<file path="src/rtl/video_out_stage.sv">
// =============================================================================
// Module   : video_out_stage
// Brief    : M92 video timing counters, sync/blank alignment, RGB expansion
//            and vblank/raster interrupt pulses.
// Revision : 1.0
// =============================================================================
`default_nettype none

module video_out_stage #(
    parameter int H_ACTIVE   = 320,
    parameter int H_FP       = 16,
    parameter int H_SYNC     = 32,
    parameter int H_BP       = 56,
    parameter int V_ACTIVE   = 240,
    parameter int V_FP       = 8,
    parameter int V_SYNC     = 3,
    parameter int V_BP       = 11,
    parameter int PIPE_DELAY = 2
) (
    input  logic       clk,
    input  logic       reset_n,
    input  logic       ce_pix,
    input  logic [8:0] raster_line,
    input  logic [4:0] red_in,
    input  logic [4:0] green_in,
    input  logic [4:0] blue_in,
    output logic [8:0] hcount,
    output logic [8:0] vcount,
    output logic       hblank,
    output logic       vblank,
    output logic       hsync,
    output logic       vsync,
    output logic [7:0] red,
    output logic [7:0] green,
    output logic [7:0] blue,
    output logic       vblank_irq,
    output logic       raster_irq
);

    localparam int H_TOTAL = H_ACTIVE + H_FP + H_SYNC + H_BP;
    localparam int V_TOTAL = V_ACTIVE + V_FP + V_SYNC + V_BP;

    localparam logic [8:0] c_h_last     = 9'(H_TOTAL - 1);
    localparam logic [8:0] c_v_last     = 9'(V_TOTAL - 1);
    localparam logic [8:0] c_h_active   = 9'(H_ACTIVE);
    localparam logic [8:0] c_v_active   = 9'(V_ACTIVE);
    localparam logic [8:0] c_hs_start   = 9'(H_ACTIVE + H_FP);
    localparam logic [8:0] c_hs_end     = 9'(H_ACTIVE + H_FP + H_SYNC);
    localparam logic [8:0] c_vs_start   = 9'(V_ACTIVE + V_FP);
    localparam logic [8:0] c_vs_end     = 9'(V_ACTIVE + V_FP + V_SYNC);
    // Delay-line word is {hblank, vblank, hsync, vsync}; idles blanked, sync low.
    localparam logic [3:0] c_dly_reset  = 4'b1100;

    logic       w_h_wrap;
    logic       w_v_wrap;
    logic [8:0] w_hcount_nxt;
    logic [8:0] w_vcount_nxt;
    logic [3:0] w_timing_raw;
    logic       w_blank;
    logic [3:0] r_dly [PIPE_DELAY];

    function automatic logic [7:0] expand(input logic [4:0] c);
        return {c, c[4:2]};
    endfunction

    always_comb begin
        w_h_wrap     = (hcount == c_h_last);
        w_v_wrap     = (vcount == c_v_last);
        w_hcount_nxt = w_h_wrap ? 9'd0 : hcount + 9'd1;
        w_vcount_nxt = vcount;
        if (w_h_wrap) begin
            w_vcount_nxt = w_v_wrap ? 9'd0 : vcount + 9'd1;
        end
        w_timing_raw = {hcount >= c_h_active,
                        vcount >= c_v_active,
                        (hcount >= c_hs_start) && (hcount < c_hs_end),
                        (vcount >= c_vs_start) && (vcount < c_vs_end)};
        w_blank      = r_dly[PIPE_DELAY-1][3] | r_dly[PIPE_DELAY-1][2];
    end

    always_ff @(posedge clk or negedge reset_n) begin
        if (!reset_n) begin
            hcount     <= 9'd0;
            vcount     <= 9'd0;
            vblank_irq <= 1'b0;
            raster_irq <= 1'b0;
        end else if (ce_pix) begin
            hcount     <= w_hcount_nxt;
            vcount     <= w_vcount_nxt;
            // Pulses mark the step onto the line, so they look at the next count.
            vblank_irq <= (w_hcount_nxt == 9'd0) && (w_vcount_nxt == c_v_active);
            raster_irq <= (w_hcount_nxt == 9'd0) && (w_vcount_nxt == raster_line);
        end
    end

    always_ff @(posedge clk or negedge reset_n) begin
        if (!reset_n) begin
            for (int i = 0; i < PIPE_DELAY; i++) begin
                r_dly[i] <= c_dly_reset;
            end
        end else if (ce_pix) begin
            r_dly[0] <= w_timing_raw;
            for (int i = 1; i < PIPE_DELAY; i++) begin
                r_dly[i] <= r_dly[i-1];
            end
        end
    end

    // Final stage lines the delayed timing up with the palette colour arriving now.
    always_ff @(posedge clk or negedge reset_n) begin
        if (!reset_n) begin
            hblank <= 1'b1;
            vblank <= 1'b1;
            hsync  <= 1'b0;
            vsync  <= 1'b0;
            red    <= 8'h00;
            green  <= 8'h00;
            blue   <= 8'h00;
        end else if (ce_pix) begin
            {hblank, vblank, hsync, vsync} <= r_dly[PIPE_DELAY-1];
            red    <= w_blank ? 8'h00 : expand(red_in);
            green  <= w_blank ? 8'h00 : expand(green_in);
            blue   <= w_blank ? 8'h00 : expand(blue_in);
        end
    end

endmodule

`default_nettype wire

</file>
<file path="config.mk">
export PLATFORM = sky130hd
export DESIGN_NAME = video_out_stage
export DESIGN_NICKNAME = d
export VERILOG_FILES = /design/src/rtl/video_out_stage.sv
export SDC_FILE = /design/constraint.sdc
export NUM_CORES = 1
export LEC_CHECK = 0
export CELL_PAD_IN_SITES_DETAIL_PLACEMENT = 1
export CELL_PAD_IN_SITES_GLOBAL_PLACEMENT = 2
export CORE_UTILIZATION = 30
export CTS_BUF_LIST = sky130_fd_sc_hd__clkbuf_16
export DETAILED_ROUTE_END_ITERATION = 10
export PLACE_DENSITY_LB_ADDON = 0.1
export SETUP_SLACK_MARGIN = 0.5
export SLEW_MARGIN = 20
export SYNTH_ARGS = -nofsm -noshare
export SYNTH_HDL_FRONTEND = slang
export SYNTH_SLANG_ARGS = --single-unit
</file>
<file path="constraint.sdc">
create_clock -name clk -period 2.5 [get_ports clk]
set_clock_uncertainty 0.15 [all_clocks]
set_input_delay 0.25 -clock clk [delete_from_list [all_inputs] [get_ports clk]]
set_output_delay 0.25 -clock clk [all_outputs]
set_load 0.05 [all_outputs]
</file>
==> results.md <==
• Clock Sink Count: 47
• grt ovf: 0
• series of cell instances along the critical path: ha_4 -> nand4bb_4 -> nor2_4 -> buf_4 -> o311a_1 -> a211o_1 -> nand4bb_4 -> o32ai_2
• category of the most critical setup path: flip-flop to flip-flop
• Peak VDD IR: 293.2 uV
• most numerous cell types in the synthesized netlist: dfrtp_1, nand2_1, o21ai_0, inv_1, xnor2_1
• CTS max path bufs: 2
• Post-Layout Cell Count: 539
• cell count of the worst reg-to-reg path: 8
• fraction of final layout cells sized beyond drive strength 1: 0.2685
• largest area contributor in the netlist: dfrtp_1
• setup TNS: 0 ps
• status: finished with violations
• summed area of non-filler cells in the final layout: 0.004285 sq mm
• Max Transition Viols Final: 0
• Primary FF master, synth: dfrtp_1
• H-tree levels: 2
• total iterations of the first detailed-routing run: 7
• maximum number of pins on one net before global-route repair: 38
• total power: 2.741 mW
• number of rows in the core area: 36
• Initial Utilization: 0.3092
• minimum setup slack in the final design: 269.7 ps
• WL/cell: 15.67 um
• post-route minimum period: 2230 ps
• Post-Synthesis Net Count: 348
• global-route wire length before repair: 13.77 mm
• slew at the pin closest to its max-slew limit: 568.8 ps
• destination of the worst hold path: vblank_irq$_DFFE_PN0P_
• type of the tightest min-delay check: input pin to flip-flop
• yosys warns: 0
• leakage dissipation: 1.823 nW
• reported max-cap violation count: 0
• number of CTS-inserted buffers: 5
• clock insertion delay at the later pin of the skew report: 290 ps
• number of flip-flops and latches in the synthesized netlist: 47
• failing checks: DRC
• data required time of the critical path: 2540 ps
• worst setup slack after placement: 74.86 ps
• number of I/O port buffers: 74
• worst hold stages: 5
• number of global-route vias before repair: 2577
• num ports: 75
• final setup violation count: 0
• Top delay family on crit path: compound AO/OA/AOI/OAI gates
• total power density per cell area: 639.7 mW/mm^2
• Reg-to-Reg Start: hcount[0]$_DFFE_PN0P_
• final core utilization: 0.4405
• fin nets: 438
• number of standard cells after synthesis: 315
• count of flip-flops with a built-in enable after synthesis: 0
• number of distinct library cell variants in the gate-level netlist after synthesis: 67
• overall die height: 102.1 um
• iteration-0 DRC count of the detailed router: 100
• most numerous cell in the Yosys netlist: dfrtp_1
• Horiz. Die Dim: 102.1 um
• routability congestion estimate: 0.8019
• headroom to the max-slew limit: 0.6208
• area of the die: 0.01043 sq mm
• final routed wirelength across all metal layers: 8.447 mm
• origin of the worst min-delay path: ce_pix
• endpoint type of the worst setup path: flip-flop
• type of element launching the critical path: flip-flop
• async set-reset flop share out of synthesis: 1.000
• hold_ws: 315.2 ps
• share of Yosys cell area claimed by the top area cell type: 0.3411
• Clock Pin Slew Worst Setup and Hold Paths: 70 ps
• share of the clock period used by the worst path after layout: 0.8921
• area growth from synthesis to layout: 42.47%
• number of antenna cells inserted: 0
• clock tree from TritonCTS: built
• endpoint of the lowest-slack register-to-register path: vblank_irq$_DFFE_PN0P_
• Worst path slowest cell: dfrtp_2
• unrepaired setup endpoints after global routing: yes
• drt drc: 1
• CP Max Fanout: 9
• Placeable Area: 0.009729 sq mm
• most frequent cell on the critical path: nand4bb_4
• top cells by area, synth: dfrtp_1, o21ai_0, dfstp_2
• Hold Violations, Final: 0
• All-Layer GR Usage: 0.1695
• Buffers & Inverters on Critical Path: 1
• cell area after technology mapping: 0.003008 sq mm
• post-placement cell count: 512
• worst reg2reg setup slack: 270 ps
• maximum single-stage delay on the critical path: 430 ps
• post-synthesis area per instance: 9.549 sq um
• Data arrival, critical path: 2270 ps
• top achievable clock speed: 448.4 MHz
• routed via count divided by cell count: 4.837
• dpl hpwl: 6.241 mm
• initial antenna violation count: 0
• clock tree root driver cell: clkbuf_16
• vias after detailed routing: 2607
• post-detailed-placement cell area: 0.003865 sq mm
• antenna-violating nets left: 0
• sequential cell area fraction in the yosys report: 0.3935
layout make-up:
| type | count | area (sq um) |
|---|---|---|
| tap | 133 | 166.4 |
| sequential | 47 | 1196 |
| clock inverter | 3 | 43.79 |
| fill | 1116 | 5444 |
| clock buffer | 5 | 125.1 |
| timing repair buffer | 114 | 1031 |
| multi-input combinational | 206 | 1604 |
| inverter | 31 | 118.9 |
worst min-delay path, stage by stage:
cell and delay, ps:
buf_2 100, o2111ai_1 80, nor2_1 70, o21ai_2 100, o32ai_2 90
flip-flops by register name (all words and copies together), names as in the netlist:
register / count
hsync: 1
hcount: 9
hblank: 1
r_dly: 8
vblank: 1
vsync: 1
blue: 5
raster_irq: 1
red: 5
vblank_irq: 1
vcount: 9
green: 5
where the power goes:
part / switching (mW) / internal [mW] / leakage (nW) / total, mW
registers: 0.104 / 0.857 / 0.592 / 0.960
clock network: 0.294 / 0.472 / 0.0838 / 0.766
logic: 0.639 / 0.376 / 1.15 / 1.02
kinds of logic (layout without fill, tap and decap cells):
family | after synthesis | in the layout | synth area share
AOI/OAI and AO/OA | 72 | 72 | 0.1589
adders and majority gates | 6 | 6 | 0.02496
and+or+nand+nor | 97 | 97 | 0.2034
muxes | 10 | 10 | 0.03661
DFF | 47 | 47 | 0.3935
buffers and inverters | 62 | 153 | 0.1215
xor gates and xnor gates | 21 | 21 | 0.06115
layer usage:
layer	global-route usage	vias up	wire length, um	share of wire
met5	0	-	0	0
met4	0.03626	0	61	0.0072
met3	0.02736	4	326	0.039
li1	-	1271	-	-
met2	0.2901	59	4073	0.48
met1	0.2248	1273	3986	0.47
cell usage in the layout, fill, tap and decap left out, types with 3 or more instances in the layout:
cell type and instances:
xnor2_1 16, buf_4 35, nor3_1 4, dfrtp_2 10, dlymetal6s2s_1 3, inv_1 29
clkdlybuf4s50_1 53, a31oi_1 4, ha_4 3, nand2_1 31, mux2_2 8, or3_1 4
o21ai_0 29, buf_6 3, xor2_1 3, nor2_1 10, a21oi_1 5, and3_1 3
o21ai_1 3, nand3_1 6, dfstp_2 6, nand4_1 6, dlygate4sd2_1 15, clkbuf_16 5
dfrtp_1 31, and4_1 3, o22ai_1 3
worst max path at each step:
stage,startpoint,end,slack [ps],depth (start not counted)
5_1_grt,vcount[1]$_DFFE_PN0P_,raster_irq$_DFFE_PN0P_,190,9
3_3_place_gp,hcount[1]$_DFFE_PN0P_,raster_irq$_DFFE_PN0P_,170,7
4_1_cts,vcount[7]$_DFFE_PN0P_,raster_irq$_DFFE_PN0P_,250,8
6_report,hcount[0]$_DFFE_PN0P_,vblank_irq$_DFFE_PN0P_,270,8
2_1_floorplan,hcount[1]$_DFFE_PN0P_,raster_irq$_DFFE_PN0P_,120,8
3_5_place_dp,hcount[1]$_DFFE_PN0P_,raster_irq$_DFFE_PN0P_,70,7
repair_timing:
action                                  4_1_cts  5_1_grt
gates cloned                                  0        0
pin swaps                                     7        7
hold buffers                                  1        0
endpoints found under the setup margin       21        8
gates resized for setup                      22       23
endpoints found under the hold margin        16        0
buffers inserted                             11        7
Note: power is estimated with default switching activity, not from simulation.
